===== src/rtl/ibex_sram_port_arbiter.sv =====
// Shares one single-ported, 1-cycle-latency SRAM between the Ibex instruction and data
// request interfaces, with stall-stable locking and internally generated read valids.
module ibex_sram_port_arbiter #(
    parameter int AddrW      = 30,
    parameter int DataW      = 32,
    parameter bit RoundRobin = 1'b1
) (
    input  logic             clk_i,
    input  logic             rst_ni,

    input  logic             instr_req_i,
    output logic             instr_gnt_o,
    input  logic             instr_we_i,
    input  logic [AddrW-1:0] instr_addr_i,
    input  logic [DataW-1:0] instr_wdata_i,
    input  logic [DataW-1:0] instr_wmask_i,
    output logic [DataW-1:0] instr_rdata_o,
    output logic             instr_rvalid_o,

    input  logic             data_req_i,
    output logic             data_gnt_o,
    input  logic             data_we_i,
    input  logic [AddrW-1:0] data_addr_i,
    input  logic [DataW-1:0] data_wdata_i,
    input  logic [DataW-1:0] data_wmask_i,
    output logic [DataW-1:0] data_rdata_o,
    output logic             data_rvalid_o,

    output logic             mem_req_o,
    input  logic             mem_gnt_i,
    output logic             mem_we_o,
    output logic [AddrW-1:0] mem_addr_o,
    output logic [DataW-1:0] mem_wdata_o,
    output logic [DataW-1:0] mem_wmask_o,
    input  logic [DataW-1:0] mem_rdata_i,

    output logic             arb_busy_o
);

    typedef enum logic {
        OWNER_INSTR = 1'b0,
        OWNER_DATA  = 1'b1
    } owner_e;

    owner_e r_lockOwner;
    owner_e r_lastGrant;
    owner_e w_winner;
    logic   r_lockValid;
    logic   r_instrRvalid;
    logic   r_dataRvalid;
    logic   w_req;

    // A stalled command keeps the port until it is granted, so the SRAM sees a stable request.
    always_comb begin
        w_winner = OWNER_INSTR;
        if (r_lockValid) begin
            w_winner = r_lockOwner;
        end else if (instr_req_i && !data_req_i) begin
            w_winner = OWNER_INSTR;
        end else if (data_req_i && !instr_req_i) begin
            w_winner = OWNER_DATA;
        end else if (data_req_i && instr_req_i) begin
            if (RoundRobin) begin
                w_winner = (r_lastGrant == OWNER_INSTR) ? OWNER_DATA : OWNER_INSTR;
            end else begin
                w_winner = OWNER_DATA;
            end
        end
    end

    always_comb begin
        w_req       = rst_ni & ((w_winner == OWNER_DATA) ? data_req_i : instr_req_i);
        mem_req_o   = w_req;
        mem_we_o    = 1'b0;
        mem_addr_o  = '0;
        mem_wdata_o = '0;
        mem_wmask_o = '0;
        if (w_req) begin
            if (w_winner == OWNER_DATA) begin
                mem_we_o    = data_we_i;
                mem_addr_o  = data_addr_i;
                mem_wdata_o = data_wdata_i;
                mem_wmask_o = data_wmask_i;
            end else begin
                mem_we_o    = instr_we_i;
                mem_addr_o  = instr_addr_i;
                mem_wdata_o = instr_wdata_i;
                mem_wmask_o = instr_wmask_i;
            end
        end
    end

    assign instr_gnt_o    = mem_gnt_i & w_req & (w_winner == OWNER_INSTR);
    assign data_gnt_o     = mem_gnt_i & w_req & (w_winner == OWNER_DATA);
    assign arb_busy_o     = rst_ni & (instr_req_i | data_req_i) & ~(instr_gnt_o | data_gnt_o);

    assign instr_rdata_o  = mem_rdata_i;
    assign data_rdata_o   = mem_rdata_i;
    assign instr_rvalid_o = r_instrRvalid;
    assign data_rvalid_o  = r_dataRvalid;

    // A dropped request also clears the lock, since mem_req_o then falls to zero.
    always_ff @(posedge clk_i or negedge rst_ni) begin
        if (!rst_ni) begin
            r_lockValid   <= 1'b0;
            r_lockOwner   <= OWNER_INSTR;
            r_lastGrant   <= OWNER_INSTR;
            r_instrRvalid <= 1'b0;
            r_dataRvalid  <= 1'b0;
        end else begin
            r_lockValid   <= mem_req_o & ~mem_gnt_i;
            if (mem_req_o && !mem_gnt_i) begin
                r_lockOwner <= w_winner;
            end
            if (instr_gnt_o || data_gnt_o) begin
                r_lastGrant <= w_winner;
            end
            r_instrRvalid <= instr_gnt_o & ~instr_we_i;
            r_dataRvalid  <= data_gnt_o & ~data_we_i;
        end
    end

endmodule


===== config.mk =====
export PLATFORM = sky130hd
export DESIGN_NAME = ibex_sram_port_arbiter
export DESIGN_NICKNAME = d
export VERILOG_FILES = /design/src/rtl/ibex_sram_port_arbiter.sv
export SDC_FILE = /design/constraint.sdc
export NUM_CORES = 1
export LEC_CHECK = 0
export CAP_MARGIN = 20
export CORE_AREA = 5 5 149 151
export DETAILED_ROUTE_END_ITERATION = 8
export DIE_AREA = 0 0 154 156
export GPL_TIMING_DRIVEN = 0
export PLACE_DENSITY = 0.53
export SYNTH_ARGS = -nofsm -noshare
export SYNTH_HDL_FRONTEND = slang
export SYNTH_SLANG_ARGS = --single-unit

===== constraint.sdc =====
create_clock -name clk_i -period 2.8 [get_ports clk_i]
set_input_delay 0.28 -clock clk_i [delete_from_list [all_inputs] [get_ports clk_i]]
set_output_delay 0.28 -clock clk_i [all_outputs]
set_load 0.02 [all_outputs]

==> flow_metrics.py <==
metrics = {
    "global_routing": {
        "grt_usage_pct": 10.2,
        "grt_max_degree": 11,
        "grt_pass1_vias": 3460,
        "antenna_found_initial": 1,
        "overflow": 0,
        "grt_pass1_wl_um": 19400,
    },
    "synthesis": {
        "async_flop_share_pct": 100,
        "yosysSeqAreaShare_pct": 5.76,
        "synthesis.nets": 525,
        "synthTopCellsByCount": "nor2_1 (98), mux2i_1 (95), buf_4 (72)",
        "synth_cell_type_count": 21,
        "ys.flop_type": "dfrtp_1",
        "synth_area_leader_cell": "mux2i_1",
        "synth-edff-count": 0,
        "syn_area_um2": 2170,
        "avgSynthCellArea_um2": 7.28,
        "synth.top_cells.by_area": "mux2i_1 (44%), buf_4 (25%), nor2_1 (17%), dfrtp_1 (5.8%), buf_2 (1.4%)",
        "yosysWarnings": 0,
        "syn_inst": 298,
        "synth_most_common_cell": "nor2_1",
        "synth-seq-cells": 5,
        "netlist.area_leader.share_pct": 43.8,
    },
    "worst_setup_path": {
        "cp.required_ns": 2.52,
        "criticalPathCategory": "in -> out",
        "arrival_ns": 2.39,
        "end_kind": "output port",
        "cp-start-kind": "primary input",
        "crit_fanout": 10,
        "r2r_slack_ns": 1.16,
    },
    "power_and_ir_drop": {
        "p_per_area_nw_per_um2": 266,
        "power.total_mw": 1.71,
        "static-leakage-power_nw": 3.91,
        "ir_drop_mv": 0.124,
    },
    "status": {
        "status": "completed",
    },
    "route": {
        "wl_per_cell_um": 14.8,
        "via_per_inst": 3.53,
        "dr.pass1.iters": 3,
        "drt-total-wl_um": 13900,
        "drt_iter0_drc": 74,
        "antenna_left": 0,
        "remaining_drc_errors": 0,
        "vias": 3310,
    },
    "cts": {
        "clkLatencyLatePin_ns": 0.23,
        "clk_path_buf_depth": 2,
        "cts_buffers": 3,
        "cts_sinks": 5,
        "clock-root-buffer": "clkbuf_16",
        "cts_tree": "yes",
        "htree_levels": 1,
        "clk_pin_slew_ns": 0.03,
        "postCtsHoldBufs": 0,
    },
    "final_layout": {
        "stdcell_count": 938,
        "area_growth_pct": 196,
        "fin_nets": 890,
        "design_area_um2": 6420,
        "final_layout_size_suffix_gt1_share_pct": 14.0,
    },
    "timing": {
        "hold_violations": 0,
        "setup_viol": 0,
        "rsz0062_at_grt": "no",
        "clock-skew-final_ns": 0.00105,
        "fin_crit_sh_pct": 95.3,
        "timing.fmax_ghz": 0.375,
        "worst_slew_pin_slew_ns": 0.360,
        "period_minus_slack_ns": 2.67,
        "finalMaxSlewViolations": 0,
        "relSlewSlack_pct": 75.9,
    },
    "worst_hold_path": {
        "hold_class": "in -> async",
    },
    "floorplan": {
        "core_area_um2": 20700,
        "floorplan.die.height_um": 156,
        "placementRows": 53,
        "dieArea_um2": 24000,
        "ios": 392,
        "die_w_um": 154,
        "start_util_pct": 10.5,
    },
    "place": {
        "dpl_cell_area_um2": 6110,
        "io_buffers": 359,
        "dp.cells": 932,
        "place_congestion": 0.794,
        "dp_hpwl_um": 12300,
    },
    "flow_run": {
        "cap_violations": 0,
    },
}
-- cell type report --
cell class                 instances  area, µm²
fill                            2223      14300
timing repair buffer             360       3780
multi-input combinational        206       1430
buffer                            85        648
tap                              275        344
sequential                         5        125
clock buffer                       4       78.8
inverter                           2       7.51
antenna                            1       2.50
-- sequential cells by signal (all words and copies together) (netlist names) --
name,count
r_lockValid,1
instr_rvalid_o,1
r_lastGrant,1
data_rvalid_o,1
r_lockOwner,1
-- routing by layer --
metal	track usage [%]	vias up	wire length, µm
li1	-	1651	-
met5	0	-	0
met1	11.1	1448	4970
met4	1.60	0	119
met2	19.5	205	7440
met3	3.33	6	1340
-- kinds of logic (layout without fill, tap and decap cells) --
| family | after synthesis | in the layout | synth area share (%) |
|---|---|---|---|
| flops | 5 | 5 | 5.76 |
| mux | 97 | 97 | 44.8 |
| compound gates | 5 | 5 | 1.84 |
| simple gates | 104 | 104 | 18.3 |
| buf+inv | 87 | 451 | 29.2 |
| other cells | 0 | 1 | 0 |
-- repair_timing --
item	in CTS	in global routing
gates cloned	0	0
pin swaps	1	0
endpoints found under the setup margin	61	83
gates resized for setup	11	83
buffers inserted	1	0
-- power by group --
part	internal [mW]	total [mW]	leakage [nW]	switching (mW)
clock	0.188	0.232	0.0382	0.0435
sequential	0.0833	0.0920	0.0654	0.00871
combinational	0.781	1.38	3.81	0.601
total	1.05	1.71	3.91	0.653
-- metrics by stage --
stage	setup TNS, ns	util (%)	worst slack [ns]	hold WS, ns
6_report	0	31.0	0.130	0.321
5_1_grt	0	31.0	0.00207	0.353
4_1_cts	0	30.1	0.00108	0.331
3_5_place_dp	-8.90	29.5	-0.249	0.516
3_3_place_gp	-7.77	29.5	-0.208	0.484
2_1_floorplan	0	-	1.13	-0.0156
-- placed cells by master (no fill, tap or decap), types with 2 or more instances in the layout --
cell               n
buf_4             70
nor3_1             2
nand2_1            2
nor2_1            98
buf_2              4
clkdlybuf4s50_1  280
dlymetal6s2s_1    72
mux2i_1           95
buf_6              4
buf_8              2
dlygate4sd2_1      7
clkbuf_2           4
dfrtp_1            5
clkbuf_16          3
-- final timing paths --
| path | start | end | cells after the start |
|---|---|---|---|
| min in group clk_i | r_lastGrant$_DFFE_PN0P_ | r_lastGrant$_DFFE_PN0P_ | 1 |
| worst max-delay path | instr_req_i | mem_wmask_o[10] | 7 |
| worst min-delay path | rst_ni | r_lockOwner$_DFFE_PN0P_ | 1 |
| max in group asynchronous | rst_ni | instr_rvalid_o$_DFF_PN0_ | 1 |
| worst max register to register | r_lockOwner$_DFFE_PN0P_ | r_lastGrant$_DFFE_PN0P_ | 5 |
| worst min register to register | r_lastGrant$_DFFE_PN0P_ | r_lastGrant$_DFFE_PN0P_ | 1 |
-- critical path, cell delays in order --
cell	delay, ns
clkdlybuf4s50_1	0.56
a21boi_2	0.24
o221ai_4	0.19
buf_12	0.18
clkbuf_2	0.18
nor2_1	0.14
clkdlybuf4s50_1	0.62
(Power assumes the default switching activity.)
==> patch 1 (same settings) <==
The parameter `AddrW` goes from 30 to 15.
--- a/src/rtl/ibex_sram_port_arbiter.sv
+++ b/src/rtl/ibex_sram_port_arbiter.sv
@@ -2,5 +2,5 @@
 // request interfaces, with stall-stable locking and internally generated read valids.
 module ibex_sram_port_arbiter #(
-    parameter int AddrW      = 30,
+    parameter int AddrW      = 15,
     parameter int DataW      = 32,
     parameter bit RoundRobin = 1'b1
Interface: changed (resized data_addr_i, instr_addr_i and mem_addr_o); port bits go from 392 to 347. No check against the original RTL was run, so the function may have changed too.
==> patch 1 against the original RTL <==
Routed wire length decreased by 11%; count of clock-buffer cells in the layout unchanged; worst setup slack got worse by 4.6 ps; sequential power about the same; sequential share of layout area increased by 0.25 points; sequential cell count unchanged; synthesized area decreased by 12%; first-iteration DRC count increased by 9.5%; clock skew decreased by 0.87 ps; power decreased by 9.0%; design area decreased by 11%; cell count decreased by 8.1%; clock power about the same; critical path type unchanged.
==> patch 1: results <==
setup_path:
  cp_max_fo: 10
  crit_start: "instr_req_i"
synth:
  yosysSeqAreaShare_pct: 6.54
  yosys_warnings: 0
  syn_nets: 461
  ys_types: 18
  synthMuxAreaShare_pct: 43.0
  synth_xor_area_share_pct: 0
  ys_top_cells_by_area: "mux2i_1, buf_4, nor2_1"
  synth_common_cells: "nor2_1, mux2i_1, buf_4"
  synth_compound_area_share_pct: 2.09
global_route:
  grt_pass1_vias: 3103
  grtUsageTotal_pct: 9.12
  grt_pass1_wl_um: 17300
timing:
  fin_skew_ps: 0.174
final_layout:
  drive_above_1_share_pct: 15.7
  fillers: 2256
  fin_nets: 785
  n_antenna_cell: 0
pwr:
  vdd_drop_max_uv: 127
  power.leakage_uw: 0.00314
  switchingPower_uw: 583
detailed_routing:
  wirelength_um: 12300
  drt_iter0_markers: 81
  drt_first_pass_iters: 4
  avgViaCountPerCell: 3.35
status:
  outcome: "finished, final reports clean"
placement:
  io_buffers: 314
==> patch 1: cell count changes in the layout (fill, tap and decap cells not counted), sizes merged <==
| cell | delta |
|---|---|
| clkdlybuf4s50 | -11 |
| dlymetal6s2s | -29 |
| clkbuf | +4 |
| nor2 | -15 |
| mux2i | -15 |
| diode | -1 |
| buf | -4 |
| dlygate4sd2 | -5 |
==> patch 1: worst paths after layout <==
check	cells after the start	endpoint	slack, ps
min reg2reg	1	r_lastGrant	480
min in group clk_i	1	r_lastGrant	480
max	7	mem_wdata_o[27]	130
max reg2reg	6	r_lastGrant	1090
max in group asynchronous	1	r_lastGrant	2200
min	1	data_rvalid_o	340
==> patch 1: power groups by stage <==
stage	logic [uW]	registers, uW	clock network, uW
after detailed placement	1220	91.2	0
final	1230	92.1	232
after global routing	1320	93.1	241
after global placement	1220	91.1	0
after floorplan	614	90.4	0
after CTS	1240	90.3	234
==> patch 1: per-layer routing <==
metal | global-route usage (%) | vias up | share of wire (%)
met5 | 0 | - | 0.11
met4 | 1.39 | 2 | 0.64
met1 | 9.48 | 1239 | 35
li1 | - | 1451 | -
met2 | 17.6 | 192 | 54
met3 | 3.63 | 6 | 11
==> patch 1: cells by family after synthesis <==
logic type,count (synthesis)
AOI/OAI and AO/OA,5
buffers and inverters,83
muxes,82
DFF,5
and+or+nand+nor,89
==> patch 1: repair_timing <==
action | in CTS | in global routing
cloned | 0 | 1
endpoints found under the setup margin | 83 | 79
pin swaps | 1 | 0
resized for setup | 12 | 52
buffers inserted | 2 | 2
==> patch 1: stage by stage <==
stage,instances,total power [uW],instance area [sq um],hold slack (ps),setup WS [ps]
after global placement,853,1320,5400,479,-372
final,862,1550,5690,338,126
after CTS,859,1570,5530,346,3.47
after detailed placement,853,1320,5400,482,-315
after floorplan,264,705,1910,-15.6,1130
after global routing,862,1650,5690,373,-12.1
==> patch 1: final cells by class <==
| type | instances | area share (%) |
|---|---|---|
| clock buffer | 4 | 1.39 |
| timing repair buffer | 319 | 58.0 |
| multi-input combinational | 176 | 21.5 |
| buffer | 81 | 10.7 |
| sequential | 5 | 2.20 |
| tap | 275 | 6.05 |
| inverter | 2 | 0.132 |
==> patch 2 (config.mk and constraints unchanged) <==
Without the edit above. Reset style: synchronous (`rst_ni`), changed in one clocked block.
--- a/src/rtl/ibex_sram_port_arbiter.sv
+++ b/src/rtl/ibex_sram_port_arbiter.sv
@@ -101,5 +101,5 @@
 
     // A dropped request also clears the lock, since mem_req_o then falls to zero.
-    always_ff @(posedge clk_i or negedge rst_ni) begin
+    always_ff @(posedge clk_i) begin
         if (!rst_ni) begin
             r_lockValid   <= 1'b0;
Function: differs if rst_ni is asserted again (counterexample within 4 cycles, from zero or initial values and one cycle with rst_ni low); with rst_ni held inactive, the same outputs for 4 cycles.
==> patch 2 against the original RTL <==
Clock power is essentially flat; routed wire length grew 1.9%; design area shrank 1.5%; sequential cell count is the same; worst setup slack gained 13 ps; combinational power shrank 17%; clock skew grew 1.8 ps; critical path depth grew 1; core utilization shrank 0.46 points; synthesized area grew 1.8%; sequential power shrank 17%; power shrank 15%; largest power group unchanged.
==> patch 2: results <==
final_layout:
  n_antenna_cell: 0
  drive_above_1_share_pct: 13.8
  fillers: 2247
  fin_nets: 895
setup_path:
  cp_max_fo: 10
  regToRegSetupSlack_ps: 1320
  rr_startpoint: "r_lockOwner"
  crit_start: "data_req_i"
  r2r_end: "instr_rvalid_o"
  worstRegToRegCells: 6
  worstPathArrival_ps: 2380
  crit_end: "instr_gnt_o"
clock_tree:
  cts_buffers: 3
  path_clk_slew_ps: 30
  clk_latency_ps: 220
  cts_buffer_depth: 2
  cts.htree.levels: 1
  clock-root-buffer: "clkbuf_16"
synth:
  synth_common_cells: "nor2_1, mux2i_1, buf_4"
  yosys_warnings: 0
  ys_types: 22
  async_flop_share_pct: 0
  yosysSeqAreaShare_pct: 4.53
  ys_top_cells_by_area: "mux2i_1, buf_4, nor2_1"
  ys.flop_type: "dfxtp_1"
  syn_nets: 531
pwr:
  power.leakage_uw: 0.00338
  vdd_drop_max_uv: 213
  switchingPower_uw: 526
placement:
  io_buffers: 359
  hpwl_um: 12500
  gp_congestion: 0.741
global_route:
  antenna_found_initial: 0
  grtUsageTotal_pct: 10.5
  grt_pass1_wl_um: 20200
  grt_pass1_vias: 3643
  grt_max_degree: 11
detailed_routing:
  avgViaCountPerCell: 3.56
  wirelength_um: 14100
  drt_first_pass_iters: 4
timing:
  tightestPinTransition_ps: 390
  fin_skew_ps: 2.87
hold_path:
  holdCritPathClass: "register to register"
  hold_path_depth: 2
status:
  outcome: "finished, final reports clean"
-- patch 2: repair_timing --
action | CTS | global route
gates resized for setup | 8 | 45
endpoints found under the setup margin | 8 | 40
setup buffers | 0 | 0
-- patch 2: how the worst min path moves through the flow --
stage | start | endpoint | slack, ps
CTS | r_lastGrant | r_lastGrant | 470
global route | r_lastGrant | r_lastGrant | 490
floorplan | instr_we_i | instr_rvalid_o | 350
detailed placement | r_lastGrant | r_lastGrant | 460
finish | r_lastGrant | r_lastGrant | 470
global placement | r_lastGrant | r_lastGrant | 450
-- patch 2: per-layer routing --
layer	wire length, um	GRT usage, %	up-vias
met1	5320	11.7	1459
met2	7260	19.9	220
met5	0	0	-
li1	-	-	1666
met3	1520	3.63	4
met4	41	0.631	0
-- patch 2: through the flow --
stage          instances  utilization [%]  setup WS (ps)  area (sq um)  total power [uW]
6_report             942             30.6            144          6320              1450
4_1_cts              942             30.0           1.01          6220              1480
3_5_place_dp         938             29.7           -140          6150              1250
5_1_grt              942             30.6          0.408          6320              1540
3_3_place_gp         938             29.7           -149          6150              1250
2_1_floorplan        304                -           1140          2210               614
-- patch 2: cell families after synthesis --
group                  after synthesis  share of synthesized area (%)
DFF                                  5                           4.53
AOI/OAI and AO/OA                    6                           2.27
buffers and inverters               87                           29.3
and+or+nand+nor                    110                           20.4
muxes                               96                           43.5
-- patch 2: final cells by class --
| class | count | area [sq um] | share of cell area [%] |
|---|---|---|---|
| timing repair buffer | 359 | 3680 | 58.3 |
| multi-input combinational | 212 | 1460 | 23.1 |
| buffer | 86 | 649 | 10.3 |
| tap | 275 | 344 | 5.44 |
| sequential | 5 | 100 | 1.58 |
| clock buffer | 4 | 78.8 | 1.25 |
| inverter | 1 | 3.75 | 0.0594 |
-- patch 2: critical path, stage by stage --
cell	delay [ps]
clkdlybuf4s50_1	530
nand3b_1	150
nand2_1	70
or2_1	230
buf_6	160
buf_6	160
nor2_1	140
clkdlybuf4s50_1	650
-- patch 2: power groups by stage --
stage / Combinational (uW) / Sequential [uW] / Clock (uW)
after floorplan: 536 / 77.6 / 0
after global placement: 1170 / 77.6 / 0
after detailed placement: 1170 / 77.6 / 0
after CTS: 1170 / 76.8 / 234
after global routing: 1220 / 77.2 / 242
final: 1140 / 76.8 / 232
